File: config.mk
export PLATFORM = sky130hd
export DESIGN_NAME = uivtc_gen
export DESIGN_NICKNAME = d
export VERILOG_FILES = /design/src/rtl/uivtc_pkg.sv /design/src/rtl/uivtc_axis_cnt.sv /design/src/rtl/uivtc_gen.sv
export SDC_FILE = /design/constraint.sdc
export NUM_CORES = 1
export LEC_CHECK = 0
export ABC_CLOCK_PERIOD_IN_PS = 3200
export CAP_MARGIN = 20
export CORE_UTILIZATION = 50
export DETAILED_ROUTE_END_ITERATION = 10
export GPL_TIMING_DRIVEN = 0
export HOLD_SLACK_MARGIN = 0.15
export MAX_ROUTING_LAYER = met4
export PLACE_DENSITY_LB_ADDON = 0.3
export SLEW_MARGIN = 30
export SYNTH_ARGS = -nofsm -noshare
export SYNTH_HDL_FRONTEND = slang
export SYNTH_SLANG_ARGS = --single-unit
export TNS_END_PERCENT = 5
File: constraint.sdc
create_clock -name I_vtc_clk -period 3.2 [get_ports I_vtc_clk]
set_clock_uncertainty 0.2 [all_clocks]
set_input_delay 0.48 -clock I_vtc_clk [delete_from_list [all_inputs] [get_ports I_vtc_clk]]
set_output_delay 0.48 -clock I_vtc_clk [all_outputs]
set_load 0.03 [all_outputs]
File: src/rtl/uivtc_pkg.sv
// rtl/uivtc_pkg.sv - shared state encoding, counter width and timing presets for the video timing controller
package uivtc_pkg;

  typedef enum logic [1:0] {
    ST_IDLE  = 2'd0,
    ST_RUN   = 2'd1,
    ST_DRAIN = 2'd2
  } vtc_state_e;

  localparam int VTC_CNT_W     = 12;
  localparam int VTC_MAX_TOTAL = 1 << VTC_CNT_W;

  typedef struct packed {
    int h_active;
    int h_fp;
    int h_sync;
    int h_bp;
    int v_active;
    int v_fp;
    int v_sync;
    int v_bp;
  } vtc_timing_t;

  localparam vtc_timing_t VTC_1080P = '{1920, 88, 44, 148, 1080, 4, 5, 36};
  localparam vtc_timing_t VTC_720P  = '{1280, 110, 40, 220, 720, 5, 5, 20};

  function automatic int vtc_total(input int active, input int fp, input int sync, input int bp);
    return active + fp + sync + bp;
  endfunction

endpackage

File: src/rtl/uivtc_axis_cnt.sv
// rtl/uivtc_axis_cnt.sv - wrap counter with enable, synchronous clear and terminal-value wrap flag
module uivtc_axis_cnt
  import uivtc_pkg::*;
#(
  parameter int W = VTC_CNT_W
)(
  input  logic         clk,
  input  logic         rst_n,
  input  logic         en,
  input  logic         clr,
  input  logic [W-1:0] term,
  output logic [W-1:0] cnt,
  output logic         wrap
);

  assign wrap = en && (cnt == term);

  always_ff @(posedge clk or negedge rst_n) begin
    if (!rst_n) begin
      cnt <= '0;
    end else if (clr || wrap) begin
      cnt <= '0;
    end else if (en) begin
      cnt <= cnt + 1'b1;
    end
  end

endmodule

File: src/rtl/uivtc_gen.sv
// rtl/uivtc_gen.sv - programmable VS/HS/DE raster generator with frame-aligned run/stop control
// Optional x/y position outputs are built only when VTC_POS_OUT_EN is defined.
module uivtc_gen
  import uivtc_pkg::*;
#(
  parameter int H_ACTIVE = VTC_1080P.h_active,
  parameter int H_FP     = VTC_1080P.h_fp,
  parameter int H_SYNC   = VTC_1080P.h_sync,
  parameter int H_BP     = VTC_1080P.h_bp,
  parameter int V_ACTIVE = VTC_1080P.v_active,
  parameter int V_FP     = VTC_1080P.v_fp,
  parameter int V_SYNC   = VTC_1080P.v_sync,
  parameter int V_BP     = VTC_1080P.v_bp,
  parameter bit HS_POL   = 1'b1,
  parameter bit VS_POL   = 1'b1
)(
  input  logic I_vtc_clk,
  input  logic I_vtc_rstn,
  input  logic I_vtc_en,
  output logic O_vtc_vs,
  output logic O_vtc_hs,
  output logic O_vtc_de,
  output logic O_vtc_sof,
  output logic O_vtc_busy
`ifdef VTC_POS_OUT_EN
  ,
  output logic [VTC_CNT_W-1:0] O_vtc_x,
  output logic [VTC_CNT_W-1:0] O_vtc_y
`endif
);

  localparam int H_TOTAL  = vtc_total(H_ACTIVE, H_FP, H_SYNC, H_BP);
  localparam int V_TOTAL  = vtc_total(V_ACTIVE, V_FP, V_SYNC, V_BP);
  localparam int HS_BEG   = H_ACTIVE + H_FP;
  localparam int HS_END   = HS_BEG + H_SYNC;
  localparam int VS_BEG   = V_ACTIVE + V_FP;
  localparam int VS_END   = VS_BEG + V_SYNC;
  localparam logic [VTC_CNT_W-1:0] H_TERM = VTC_CNT_W'(H_TOTAL - 1);
  localparam logic [VTC_CNT_W-1:0] V_TERM = VTC_CNT_W'(V_TOTAL - 1);

  generate
    if (H_TOTAL > VTC_MAX_TOTAL || V_TOTAL > VTC_MAX_TOTAL) begin : g_bad_total
      $error("uivtc_gen: H_TOTAL/V_TOTAL exceed the 12-bit counter range");
    end
  endgenerate

  vtc_state_e state, state_nxt;
  logic [VTC_CNT_W-1:0] h_cnt, v_cnt;
  logic h_wrap, v_wrap;
  logic running;
  logic h_act, v_act, h_sync_win, v_sync_win;

  assign running = (state != ST_IDLE);

  uivtc_axis_cnt #(.W(VTC_CNT_W)) u_h_cnt (
    .clk   (I_vtc_clk),
    .rst_n (I_vtc_rstn),
    .en    (running),
    .clr   (!running),
    .term  (H_TERM),
    .cnt   (h_cnt),
    .wrap  (h_wrap)
  );

  uivtc_axis_cnt #(.W(VTC_CNT_W)) u_v_cnt (
    .clk   (I_vtc_clk),
    .rst_n (I_vtc_rstn),
    .en    (h_wrap),
    .clr   (!running),
    .term  (V_TERM),
    .cnt   (v_cnt),
    .wrap  (v_wrap)
  );

  always_ff @(posedge I_vtc_clk or negedge I_vtc_rstn) begin
    if (!I_vtc_rstn) begin
      state <= ST_IDLE;
    end else begin
      state <= state_nxt;
    end
  end

  // v_wrap marks the last clock of the frame; only there may DRAIN fall back to IDLE.
  always_comb begin
    state_nxt = state;
    unique case (state)
      ST_IDLE:  if (I_vtc_en) state_nxt = ST_RUN;
      ST_RUN:   if (!I_vtc_en) state_nxt = ST_DRAIN;
      ST_DRAIN: begin
        if (I_vtc_en)    state_nxt = ST_RUN;
        else if (v_wrap) state_nxt = ST_IDLE;
      end
      default:  state_nxt = ST_IDLE;
    endcase
  end

  assign h_act      = int'(h_cnt) < H_ACTIVE;
  assign v_act      = int'(v_cnt) < V_ACTIVE;
  assign h_sync_win = (int'(h_cnt) >= HS_BEG) && (int'(h_cnt) < HS_END);
  assign v_sync_win = (int'(v_cnt) >= VS_BEG) && (int'(v_cnt) < VS_END);

  always_ff @(posedge I_vtc_clk or negedge I_vtc_rstn) begin
    if (!I_vtc_rstn) begin
      O_vtc_de   <= 1'b0;
      O_vtc_sof  <= 1'b0;
      O_vtc_busy <= 1'b0;
      O_vtc_hs   <= ~HS_POL;
      O_vtc_vs   <= ~VS_POL;
    end else begin
      O_vtc_de   <= running && h_act && v_act;
      O_vtc_sof  <= running && (h_cnt == '0) && (v_cnt == '0);
      O_vtc_busy <= running;
      O_vtc_hs   <= (running && h_sync_win) ? HS_POL : ~HS_POL;
      O_vtc_vs   <= (running && v_sync_win) ? VS_POL : ~VS_POL;
    end
  end

`ifdef VTC_POS_OUT_EN
  always_ff @(posedge I_vtc_clk or negedge I_vtc_rstn) begin
    if (!I_vtc_rstn) begin
      O_vtc_x <= '0;
      O_vtc_y <= '0;
    end else if (running && h_act && v_act) begin
      O_vtc_x <= h_cnt;
      O_vtc_y <= v_cnt;
    end else begin
      O_vtc_x <= '0;
      O_vtc_y <= '0;
    end
  end
`endif

endmodule

### Yosys cells after proc, flatten, opt, wreduce, memory -nomap -nowiden

Index checks and enable logic that the tools add are counted.

| word-level totals | value |
|---|---|
| register bits | 31 |
| output and inout port bits | 5 |
| bits of input ports | 3 |
| word-level logic and storage cells | 54 |

| cells by class | value |
|---|---|
| add/subtract/negate cells | 2 |
| reduce and logical (&&, ||, !) cells | 20 |
| muxes and demuxes | 11 |
| equal/unequal tests | 7 |
| $lt $le $gt $ge | 6 |

Operators by type and width:

| operator | number |
|---|---|
| $mux 12 | 4 |
| $lt 12x11->1 const B | 3 |
| $add 12x1->12 const B | 2 |
| $ge 12x11->1 const B | 2 |
| $logic_not 12->1 | 2 |
| $eq 12x11->1 const B | 1 |
| $eq 12x12->1 const B | 1 |
| $lt 12x12->1 const B | 1 |
| $logic_and 1x1->1 | 10 |
| $mux 2 | 4 |
| $pmux 2 s3 | 1 |
| $reduce_bool 2->1 | 3 |
| $ne 2x2->1 const B | 2 |
| $ne 3x2->1 const B | 1 |
| $reduce_and 3->1 | 1 |
| $eq 2x1->1 const B | 1 |
| $eq 2x2->1 const B | 1 |
| $logic_not 2->1 | 1 |
| $logic_or 1x1->1 | 2 |
| $mux 1 | 2 |
| $logic_not 1->1 | 1 |

### Longest topological paths before layout

Gate-level depths: netlist (run 1).

| depth | value |
|---|---|
| depth in word-level cells | 6 |
| gate-level depth with buffers | 7 |
| gate-level depth less buffers | 6 |

### Hierarchy

From an unflattened synthesis (run 1), not the netlist that was laid out.

| second synthesis, totals | value |
|---|---|
| cells, all modules | 194 |
| area, all modules | 1911.8 um^2 |

Modules (own cells, without submodules):

| module | area each (um^2) | seq. area each (um^2) | cells each | instances |
|---|---|---|---|---|
| uivtc_axis_cnt | 759.5 | 300.3 | 76 | 2 |
| uivtc_gen | 392.9 | 175.2 | 42 | 1 |

### Least setup slack after synthesis (run 1)

Ideal clock, no wire load.

| timing | value |
|---|---|
| kind | register -> register |
| start | register u_h_cnt.cnt[3] |
| end | register u_v_cnt.cnt[6] |
| stages on the path, launching flop included | 6 |
| clock period less this slack | 2.414 ns |
| path buffers | 1 |
| arrival time | 2.138 ns |
| setup time | 0.077 ns |
| path slack | 0.786 ns |
| data required time | 2.923 ns |
| path through | dfrtp_1 > or4_4 > or4_4 > buf_6 > or4_1 > o21ai_1 |

| on the way | value |
|---|---|
| cells in the longest elaborated chain, start to end | 5 |
| elaborated cells on any way between the ends | 6 |
| those cells by class | 1 x eq/ne; 1 x mux; 4 x reduce/logical |

Ends and longest elaborated chain:

| element | line | RTL |
|---|---|---|
| start: declaration | uivtc_axis_cnt.sv:12 | `output logic [W-1:0] cnt,` |
| start signal: assignment | uivtc_axis_cnt.sv:24 | `cnt <= cnt + 1'b1;` |
| $eq 12x12->1 * | uivtc_axis_cnt.sv:16 | `assign wrap = en && (cnt == term);` |
| $logic_and 1x1->1 * | uivtc_axis_cnt.sv:16 |  |
| $logic_and 1x1->1 | uivtc_axis_cnt.sv:16 |  |
| $logic_or 1x1->1 | uivtc_axis_cnt.sv:21 | `end else if (clr \|\| wrap) begin` |
| $mux 12 / $reduce_bool 2->1 (equally long branches) | -- |  |
| end signal: assignment | uivtc_axis_cnt.sv:24 |  |
| end: declaration | uivtc_axis_cnt.sv:12 |  |

Mark *: on every way between the ends. The rest lies on a longest branch, timed or not.
A chain may end at the register's enable or synchronous reset.

### Final worst setup path (run 1)

| timing | value |
|---|---|
| start | register u_h_cnt.cnt[3] |
| end | register u_v_cnt.cnt[4] |

The elaborated chain is that of the path after synthesis.

==> results of run 1 <==
[through the flow]
| step | util | total power (uW) |
|---|---|---|
| after floorplan | - | 493 |
| after global placement | 0.559 | 529 |
| after detailed placement | 0.557 | 532 |
| after CTS | 0.586 | 854 |
| after global routing | 0.586 | 885 |
| final | 0.586 | 845 |
[critical path, cell delays in order, from the launching register on]
cell and delay, ns:
sky130_fd_sc_hd__dfrtp_1 0.45, sky130_fd_sc_hd__or4_4 0.56, sky130_fd_sc_hd__or4_4 0.55, sky130_fd_sc_hd__buf_6 0.17, sky130_fd_sc_hd__buf_2 0.17, sky130_fd_sc_hd__a21oi_1 0.21, sky130_fd_sc_hd__mux2i_1 0.21
[power groups by stage]
stage / Combinational (uW) / Clock (uW) / Sequential (uW)
4_1_cts: 104 / 328 / 422
6_report: 103 / 320 / 422
3_3_place_gp: 100 / 0 / 428
2_1_floorplan: 53.5 / 0 / 439
5_1_grt: 117 / 343 / 425
3_5_place_dp: 102 / 0 / 430
[layer usage]
| layer | GRT usage | wire (um) | vias to the layer above |
|---|---|---|---|
| met1 | 0.307 | 1610 | 697 |
| met3 | 0.0640 | 298 | 16 |
| met4 | 0.0779 | 76 | 0 |
| met5 | - | 0 | - |
| met2 | 0.345 | 1650 | 80 |
| li1 | - | - | 715 |
[cell type report]
cell class / instances / area [um2] / area share
Multi-Input combinational cell: 142 / 872 / 0.446
Sequential cell: 31 / 776 / 0.397
Timing Repair Buffer: 8 / 75.1 / 0.0384
Tap cell: 46 / 57.6 / 0.0294
Buffer: 12 / 55.1 / 0.0282
Clock buffer: 6 / 51.3 / 0.0262
Clock inverter: 2 / 35.0 / 0.0179
Inverter: 9 / 33.8 / 0.0173
[cell usage in the layout, fill, tap and decap left out, types with 2 or more instances in the layout]
cell type                         count
sky130_fd_sc_hd__dfrtp_1             31
sky130_fd_sc_hd__nor2_1              23
sky130_fd_sc_hd__nand2_1             19
sky130_fd_sc_hd__nand3_1             10
sky130_fd_sc_hd__clkbuf_1             9
sky130_fd_sc_hd__nor3_1               9
sky130_fd_sc_hd__inv_1                8
sky130_fd_sc_hd__a21oi_1              8
sky130_fd_sc_hd__o21ai_0              8
sky130_fd_sc_hd__xnor2_1              8
sky130_fd_sc_hd__nand4_1              6
sky130_fd_sc_hd__mux2i_1              6
sky130_fd_sc_hd__clkdlybuf4s50_1      6
sky130_fd_sc_hd__o211ai_1             5
sky130_fd_sc_hd__ha_1                 5
sky130_fd_sc_hd__clkbuf_4             5
sky130_fd_sc_hd__or2_2                3
sky130_fd_sc_hd__buf_2                3
sky130_fd_sc_hd__or4_1                3
sky130_fd_sc_hd__o21ai_1              3
sky130_fd_sc_hd__nor4_1               2
sky130_fd_sc_hd__or4_4                2
sky130_fd_sc_hd__a31oi_1              2
sky130_fd_sc_hd__nor2b_1              2
sky130_fd_sc_hd__a2111oi_2            2
sky130_fd_sc_hd__a21boi_0             2
sky130_fd_sc_hd__xor2_1               2
sky130_fd_sc_hd__a211oi_1             2
[logic make-up (layout without fill, tap and decap cells)]
logic type / Yosys count / in the layout
compound gates: 34 / 34
buf+inv: 21 / 37
simple gates: 87 / 87
mux: 6 / 6
fa+ha+maj: 5 / 5
flops: 31 / 31
xor+xnor: 10 / 10
[worst max-delay path by stage]
stage              startpoint             end  slack, ns  cells past startpoint
2_1_floorplan  u_h_cnt.cnt[3]  u_v_cnt.cnt[6]       0.79                      5
3_3_place_gp   u_h_cnt.cnt[3]  u_v_cnt.cnt[4]       0.70                      6
3_5_place_dp   u_h_cnt.cnt[3]  u_v_cnt.cnt[4]       0.64                      6
4_1_cts        u_h_cnt.cnt[3]  u_v_cnt.cnt[4]       0.61                      6
5_1_grt        u_h_cnt.cnt[3]  u_v_cnt.cnt[7]       0.50                      6
6_report       u_h_cnt.cnt[3]  u_v_cnt.cnt[4]       0.61                      6
[registers in the layout (all words and copies together) (netlist names)]
signal and cells:
u_h_cnt.cnt 12, u_v_cnt.cnt 12, state 2, O_vtc_busy 1
O_vtc_de 1, O_vtc_hs 1, O_vtc_sof 1, O_vtc_vs 1
==> impl_metrics.py, run 1 <==
metrics = {
    "run_status": {
        "outcome": "finished clean",
    },
    "final_layout": {
        "antenna_cells": 0,
        "area_overhead_of_the_layout_relative_to_synthesis_pct": 12.6,
        "n_fill_cell": 293,
        "drive_gt1_frac": 0.0905,
        "final_net_count": 217,
        "stdcell_area_um2": 1960,
        "stdcell_count": 256,
    },
    "synthesis": {
        "synth.top_cells.by_count": "31 x sky130_fd_sc_hd__dfrtp_1, 23 x sky130_fd_sc_hd__nor2_1, 19 x sky130_fd_sc_hd__nand2_1, 10 x sky130_fd_sc_hd__nand3_1",
        "synth.top_cell.area_share": 0.447,
        "synth.lib_cells_used.distinct": 38,
        "synth_seq_area_share": 0.447,
        "synthTopCellsByArea": "sky130_fd_sc_hd__dfrtp_1 45%, sky130_fd_sc_hd__nor2_1 5.0%, sky130_fd_sc_hd__nand2_1 4.1%",
        "syn-num-nets": 202,
        "synth_area_per_cell_um2": 8.95,
        "async_reset_ff_frac": 1.00,
        "synth_fa_ha_area_frac": 0.0360,
        "top_flip_flop_cell_by_instance_count_after_synthesis": "sky130_fd_sc_hd__dfrtp_1",
        "combinational_family_with_the_most_area_after_synthesis": "simple AND/OR/NAND/NOR gates",
        "synth-edff-count": 0,
        "xor_and_xnor_fraction_of_the_mapped_netlist_area": 0.0504,
        "yosys.cell_count.top_type": "sky130_fd_sc_hd__dfrtp_1",
        "synthSimpleGateAreaFrac": 0.254,
        "syn-instance-count": 194,
        "yosys-mux-area-fraction": 0.0346,
        "synth-warning-count": 0,
        "post_synthesis_cell_type_with_the_largest_combined_area": "sky130_fd_sc_hd__dfrtp_1",
        "yosys_register_bits": 31,
        "synth_compound_area_frac": 0.128,
        "post_synth_instance_area_um2": 1740,
    },
    "placed_design": {
        "routabilityCongestion": 0.918,
        "dp_hpwl_mm": 2.59,
        "port_buffers": 7,
        "setup_slack_at_placement_ns": 0.636,
        "detailed_place.area_um2": 1860,
        "placed_cells": 247,
    },
    "worst_setup_path": {
        "r2r-start": "u_h_cnt.cnt[3]",
        "reg2reg_slack_ns": 0.61,
        "worstRegToRegCells": 6,
        "timing.critical_path.from_type": "flip-flop",
        "timing_worst_setup_path_type": "reg2reg",
        "critPathMaxFanout": 10,
        "crit_required_ns": 3.26,
        "worst_r2r_endpoint": "u_v_cnt.cnt[4]",
        "critPathCaptureType": "flip-flop",
        "timing.critical_path.arrival_ns": 2.65,
    },
    "sta": {
        "drv_slew": 0,
        "worstMarginPinSlew_ns": 0.689,
        "totalNegativeSetupSlack_ns": 0,
        "max_freq_mhz": 386,
        "period_minus_slack_ns": 2.59,
        "worst_slack_ns": 0.610,
        "rsz_0062_raised_after_global_routing": "no",
        "slew_headroom": 0.541,
        "setup_viol_count_final": 0,
        "report.final.hold_viol_count": 0,
        "post-route-period-util": 0.809,
        "holdWs_ns": 0.296,
    },
    "routing": {
        "drtAntennaViolNets": 0,
        "drt-wirelength-per-cell_um": 14.2,
        "drc": 0,
        "drtIter0Drc": 123,
        "routed_via_count_divided_by_cell_count": 5.89,
        "postRouteWirelength_mm": 3.63,
        "vias": 1508,
        "drt_first_pass_iters": 4,
    },
    "clocking": {
        "cts.repair.resized": 0,
        "cts.htree.levels": 2,
        "hold_buffers": 1,
        "clock_path_buffers": 2,
        "sink_count_of_the_clock_tree": 31,
        "clk_transition_reported_paths_ns": 0.10,
        "source_to_sink_clock_delay_at_the_later_pin_of_the_worst_skew_pair_ns": 0.33,
        "cts.repair_timing.setup_buffer_count": 0,
        "tritoncts_clock_tree": "done",
        "cts_root_buf": "sky130_fd_sc_hd__clkbuf_4",
        "tritoncts.num_buffers": 5,
    },
    "power_and_ir_drop": {
        "power.internal_uw": 630,
        "power.static_leakage_uw": 0.000764,
        "comb_power_share": 0.122,
        "power_density_nw_per_um2": 432,
        "power.switching_uw": 216,
        "swShare": 0.255,
        "power_frac_clock": 0.379,
        "power.sequential.fraction": 0.499,
        "irDropWorstVdd_mv": 0.171,
    },
    "global_route": {
        "grt_pass1_wl_mm": 6.11,
        "grt_antenna_before_repair": 0,
        "via_count_of_the_first_global_routing_pass": 1340,
        "globalRoute.totalOverflow": 0,
        "largest_net_degree_at_the_start_of_global_routing": 32,
        "grt.total_usage": 0.233,
    },
    "die": {
        "die_area_um2": 3710,
        "start_util": 0.520,
        "core.rowCount": 21,
        "die_h_um": 60.9,
        "chipWidth_um": 60.9,
        "core_area_um2": 3340,
        "io_pins": 8,
    },
    "worst_hold_path": {
        "whs_endpoint": "u_h_cnt.cnt[0]",
        "whs_path_depth": 1,
        "min-delay-path-class": "reg2reg",
        "timing.hold.worst.start": "u_h_cnt.cnt[0]",
    },
    "run": {
        "drv.max_cap_violation_count": 0,
    },
}
No activity file was read; power rests on OpenSTA's default activity.
==> inputs of run 2 (changes only) <==
- ABC_CLOCK_PERIOD_IN_PS: 3200 -> 2200
- clock period: 3.2 -> 2.2 ns (I/O delays scaled with it)
==> run 2 against run 1 <==
Net effect: maximum frequency rose by 5.9%; first-iteration DRC count fell by 18%; die area did not move; the run now ends with negative setup slack left; power rose by 29%; largest cell class unchanged; critical path depth fell by 1; critical endpoint is now u_v_cnt.cnt[5]; highest routed layer unchanged; worst hold slack improved by 0.0032 ns.
==> impl_metrics.py, run 2 (synthesis results as in run 1) <==
metrics = {
    "die": {
        "die_area_um2": 3710,
        "chipWidth_um": 60.9,
        "core.rowCount": 21,
        "core_area_um2": 3340,
        "die_h_um": 60.9,
        "start_util": 0.520,
        "io_pins": 8,
    },
    "placed_design": {
        "setup_slack_at_placement_ns": -0.330,
        "routabilityCongestion": 0.972,
        "dp_hpwl_mm": 2.65,
        "port_buffers": 7,
        "detailed_place.area_um2": 1880,
    },
    "sta": {
        "worst_slack_ns": -0.246,
        "setup_viol_count_final": 24,
        "rsz_0062_raised_after_global_routing": "yes",
        "drv_slew": 0,
        "slew_headroom": 0.542,
        "period_minus_slack_ns": 2.45,
        "post-route-period-util": 1.11,
        "report.final.hold_viol_count": 0,
        "worstMarginPinSlew_ns": 0.687,
        "max_freq_mhz": 409,
    },
    "clocking": {
        "source_to_sink_clock_delay_at_the_later_pin_of_the_worst_skew_pair_ns": 0.35,
        "cts.htree.levels": 2,
        "tritoncts_clock_tree": "done",
        "tritoncts.num_buffers": 5,
        "cts_root_buf": "sky130_fd_sc_hd__clkbuf_4",
        "sink_count_of_the_clock_tree": 31,
        "clk_transition_reported_paths_ns": 0.09,
        "clock_path_buffers": 2,
    },
    "final_layout": {
        "largestRegisters": "u_h_cnt.cnt x12, u_v_cnt.cnt x12, state x2",
        "stdcell_area_um2": 1990,
        "final_net_count": 220,
        "area_overhead_of_the_layout_relative_to_synthesis_pct": 14.3,
        "final_cell_mix": "31 x sky130_fd_sc_hd__dfrtp_1, 23 x sky130_fd_sc_hd__nor2_1, 19 x sky130_fd_sc_hd__nand2_1",
        "mostFrequentLayoutCell": "sky130_fd_sc_hd__dfrtp_1",
        "antenna_cells": 0,
        "drive_gt1_frac": 0.127,
    },
    "routing": {
        "vias": 1510,
        "routed_via_count_divided_by_cell_count": 5.83,
        "drc": 0,
        "drtAntennaViolNets": 0,
        "drt-wirelength-per-cell_um": 14.9,
        "postRouteWirelength_mm": 3.87,
        "drt_first_pass_iters": 4,
        "drtIter0Drc": 101,
    },
    "power_and_ir_drop": {
        "power_density_nw_per_um2": 551,
        "irDropWorstVdd_mv": 0.281,
        "power.static_leakage_uw": 0.000774,
        "power_uw": 1090,
    },
    "worst_setup_path": {
        "critPathMaxFanout": 5,
        "timing.critical_path.from_type": "flip-flop",
        "critPathCaptureType": "flip-flop",
        "timing.critical_path.arrival_ns": 2.52,
        "crit_required_ns": 2.28,
        "timing_worst_setup_path_type": "reg2reg",
    },
    "run_status": {
        "outcome": "finished with violations",
        "violations": "negative setup slack",
    },
    "worst_hold_path": {
        "min-delay-path-class": "reg2reg",
    },
    "global_route": {
        "grt.total_usage": 0.250,
        "largest_net_degree_at_the_start_of_global_routing": 32,
        "globalRoute.totalOverflow": 0,
        "grt_antenna_before_repair": 0,
        "via_count_of_the_first_global_routing_pass": 1488,
        "grt_pass1_wl_mm": 6.49,
    },
    "run": {
        "drv.max_cap_violation_count": 0,
    },
}
==> run 2: changes by cell type in the layout (fill, tap and decap cells not counted), sizes merged <==
| cell | before | now |
|---|---|---|
| buf | 4 | 8 |
| bufinv | 1 | 0 |
==> run 2: where the power goes <==
| part | total (uW) | leakage (uW) | internal [uW] | switching, uW |
|---|---|---|---|---|
| clock network | 323 | 0.0000293 | 124 | 199 |
| logic | 157 | 0.000324 | 58.0 | 99.2 |
| registers | 614 | 0.000421 | 593 | 20.4 |
| total | 1090 | 0.000774 | 776 | 319 |
==> run 2: timing repair <==
item                       CTS  global route
hold endpoints to repair    31             0
setup endpoints to repair   24            24
pin swaps                    3             1
gates resized for setup     10             7
buffers inserted             2             0
hold buffers                 1             0
cloned                       1             0
==> run 2: layer usage <==
layer | track usage | vias up | share of wire
met4 | 0.153 | 0 | 0.021
met3 | 0.0917 | 13 | 0.072
li1 | - | 720 | -
met1 | 0.315 | 710 | 0.45
met5 | - | - | 0
met2 | 0.338 | 67 | 0.45
==> run 2: worst paths after layout <==
kind / startpoint / to / slack [ns] / depth (start not counted)
max in group asynchronous: I_vtc_rstn / O_vtc_sof / 1.00 / 2
min in group asynchronous: I_vtc_rstn / u_h_cnt.cnt[8] / 0.35 / 2
worst min register to register: u_h_cnt.cnt[0] / u_h_cnt.cnt[0] / 0.30 / 1
worst min-delay path: u_h_cnt.cnt[0] / u_h_cnt.cnt[0] / 0.30 / 1
worst max register to register: u_h_cnt.cnt[9] / u_v_cnt.cnt[5] / -0.25 / 5
worst max-delay path: u_h_cnt.cnt[9] / u_v_cnt.cnt[5] / -0.25 / 5
==> run 2: metrics by stage <==
step	TNS (ns)	hold WS [ns]	utilization	instances
after floorplan	-2.41	-0.166	-	194
after global placement	-5.34	0.272	0.564	247
after detailed placement	-6.41	0.212	0.562	247
after CTS	-3.80	0.289	0.590	259
after global routing	-5.74	0.331	0.595	259
final	-3.84	0.299	0.595	259
==> run 2: final cells by class <==
| cell class | count | area, um2 |
|---|---|---|
| buffer | 12 | 75.1 |
| clock buffer | 7 | 45.0 |
| clock inverter | 1 | 5.00 |
| fill | 297 | 1350 |
| inverter | 9 | 33.8 |
| multi-input combinational | 142 | 898 |
| sequential | 31 | 776 |
| tap | 46 | 57.6 |
| timing repair buffer | 11 | 95.1 |
==> run 2: critical path, stage by stage (launching register included) <==
cell and delay, ns:
sky130_fd_sc_hd__dfrtp_1 0.40, sky130_fd_sc_hd__or4_4 0.54, sky130_fd_sc_hd__or4_4 0.56, sky130_fd_sc_hd__buf_6 0.17, sky130_fd_sc_hd__or4_4 0.41, sky130_fd_sc_hd__o21ai_1 0.10
==> RTL edit (config.mk and constraints of run 2) <==
Set the package constant `VTC_CNT_W` to 13 (it was 12).
--- a/src/rtl/uivtc_pkg.sv
+++ b/src/rtl/uivtc_pkg.sv
@@ -7,7 +7,7 @@
     ST_DRAIN = 2'd2
   } vtc_state_e;
 
-  localparam int VTC_CNT_W     = 12;
+  localparam int VTC_CNT_W     = 13;
   localparam int VTC_MAX_TOTAL = 1 << VTC_CNT_W;
 
   typedef struct packed {
Formal check against the unedited RTL: no difference found for any inputs over 10 cycles, from zero or initial values and one cycle with I_vtc_rstn low; that may be too few to reach the edited logic, so the function may still have changed.
==> RTL edit against run 2 <==
- the run still ends with negative setup slack left
- worst setup slack improved by 0.081 ns
- routed wire length increased by 5.6%
- synthesized area increased by 5.5%
- sequential cell count increased by 2
- sequential power increased by 6.0%
- design area increased by 10%
- total power increased by 4.9%
- hold slack got worse by 0.047 ns
- global-route usage decreased by 0.73 points
- critical path type unchanged
- largest cell class unchanged
- largest power group unchanged
==> RTL edit: results (changes against run 2) <==
| Metric | Value |
|---|---|
| Wire length on met2 | `1.79 mm (was 1.76 mm)` |
| Setup ws final | `-0.165 ns (was -0.246 ns)` |
| Placed Area | `2010 um^2 (was 1880 um^2)` |
| Synth Area in XOR/XNOR | `5.26% (was 5.04%)` |
| Clock-cell share of area | `2.35% (was 2.52%)` |
| Multi-input gates | `158 (was 142)` |
| Hold WC Path Type | `input port to asynchronous set/reset pin (was flop to flop)` |
| Leak Pwr | `0.000869 uW (was 0.000774 uW)` |
| Synth Register Bits | `33 (was 31)` |
| Post-synthesis compound-gate area fraction | `10.3% (was 12.8%)` |
| Post-synthesis mux area share | `4.37% (was 3.46%)` |
| Failing checks | `negative setup slack (unchanged)` |
| Status | `finished with violations (unchanged)` |
| Top cells by count, synth | `dfrtp_1, nor2_1, nand2_1 (unchanged)` |
| Arrival time worst endpoint | `2.40 ns (was 2.52 ns)` |
| Routed wire length | `4.09 mm (was 3.87 mm)` |
| Core Util, Final | `64.0% (was 59.5%)` |
| Share of layout cells above drive strength 1 | `15.4% (was 12.7%)` |
| WL met1 | `1.90 mm (was 1.75 mm)` |
| Top flop regs | `u_h_cnt.cnt: 13 flops, u_v_cnt.cnt: 13 flops, state: 2 flops (was u_h_cnt.cnt: 12 flops, u_v_cnt.cnt: 12 flops, state: 2 flops)` |
| Inverters excl. clock | `6 (was 9)` |
| Psw | `329 uW (was 319 uW)` |
| Nets | `234 (was 220)` |
| Grt met2 use | `33.7% (was 33.8%)` |
| Synthesized Nets | `212 (was 202)` |
| GP Congestion | `0.925 (was 0.972)` |
| # setup viols final | `25 (was 24)` |
| Register Area | `826 um^2 (was 776 um^2)` |
| First-pass GRT wire length | `7.11 mm (was 6.49 mm)` |
| Sequential share of the synthesized area | `45.1% (was 44.7%)` |
| Met3 GRT Util | `6.93% (was 9.17%)` |
| Final setup TNS | `-2.94 ns (was -3.84 ns)` |
| Grt met1 use | `33.6% (was 31.5%)` |
| Multi-input logic area | `1020 um^2 (was 898 um^2)` |
| WL/cell | `14.9 um (about the same)` |
| Non-clk buf share | `9.51% (was 8.57%)` |
| CLK BUF | `6 (was 7)` |
| Inst Count DP | `259 (was 247)` |
| Worst Setup Slack post-DPL | `-0.346 ns (was -0.330 ns)` |
| Synth top area cells | `dfrtp_1, xnor2_1, nor2_1 (was dfrtp_1, nor2_1, nand2_1)` |
| Largest stage delay, worst path | `0.63 ns (was 0.56 ns)` |
| Largest net degree at the start of global routing | `19 (was 32)` |
| DR iter-0 viols | `113 (was 101)` |
| Worst-path maximum fanout | `10 (was 5)` |
## RTL edit: worst paths after layout
kind                       slack [ns]                       start                         end  depth (start not counted)
max                             -0.17  u_h_cnt.cnt[6]$_DFFE_PN0P_  u_v_cnt.cnt[9]$_DFFE_PN0P_                          5
min                              0.25                  I_vtc_rstn  u_h_cnt.cnt[4]$_DFFE_PN0P_                          2
max reg2reg                     -0.17  u_h_cnt.cnt[6]$_DFFE_PN0P_  u_v_cnt.cnt[9]$_DFFE_PN0P_                          5
min reg2reg                      0.31        state[1]$_DFFE_PN0P_        state[0]$_DFFE_PN0P_                          1
max in group asynchronous        1.12                  I_vtc_rstn  u_v_cnt.cnt[0]$_DFFE_PN0P_                          3
min in group I_vtc_clk           0.31                    I_vtc_en        state[1]$_DFFE_PN0P_                          2
## RTL edit: power by group through the flow
stage	clock network, uW	logic (uW)	registers [uW]
after floorplan	0	79.8	678
after global placement	0	151	662
after detailed placement	0	157	663
after CTS	335	168	650
after global routing	363	193	653
final	326	171	651
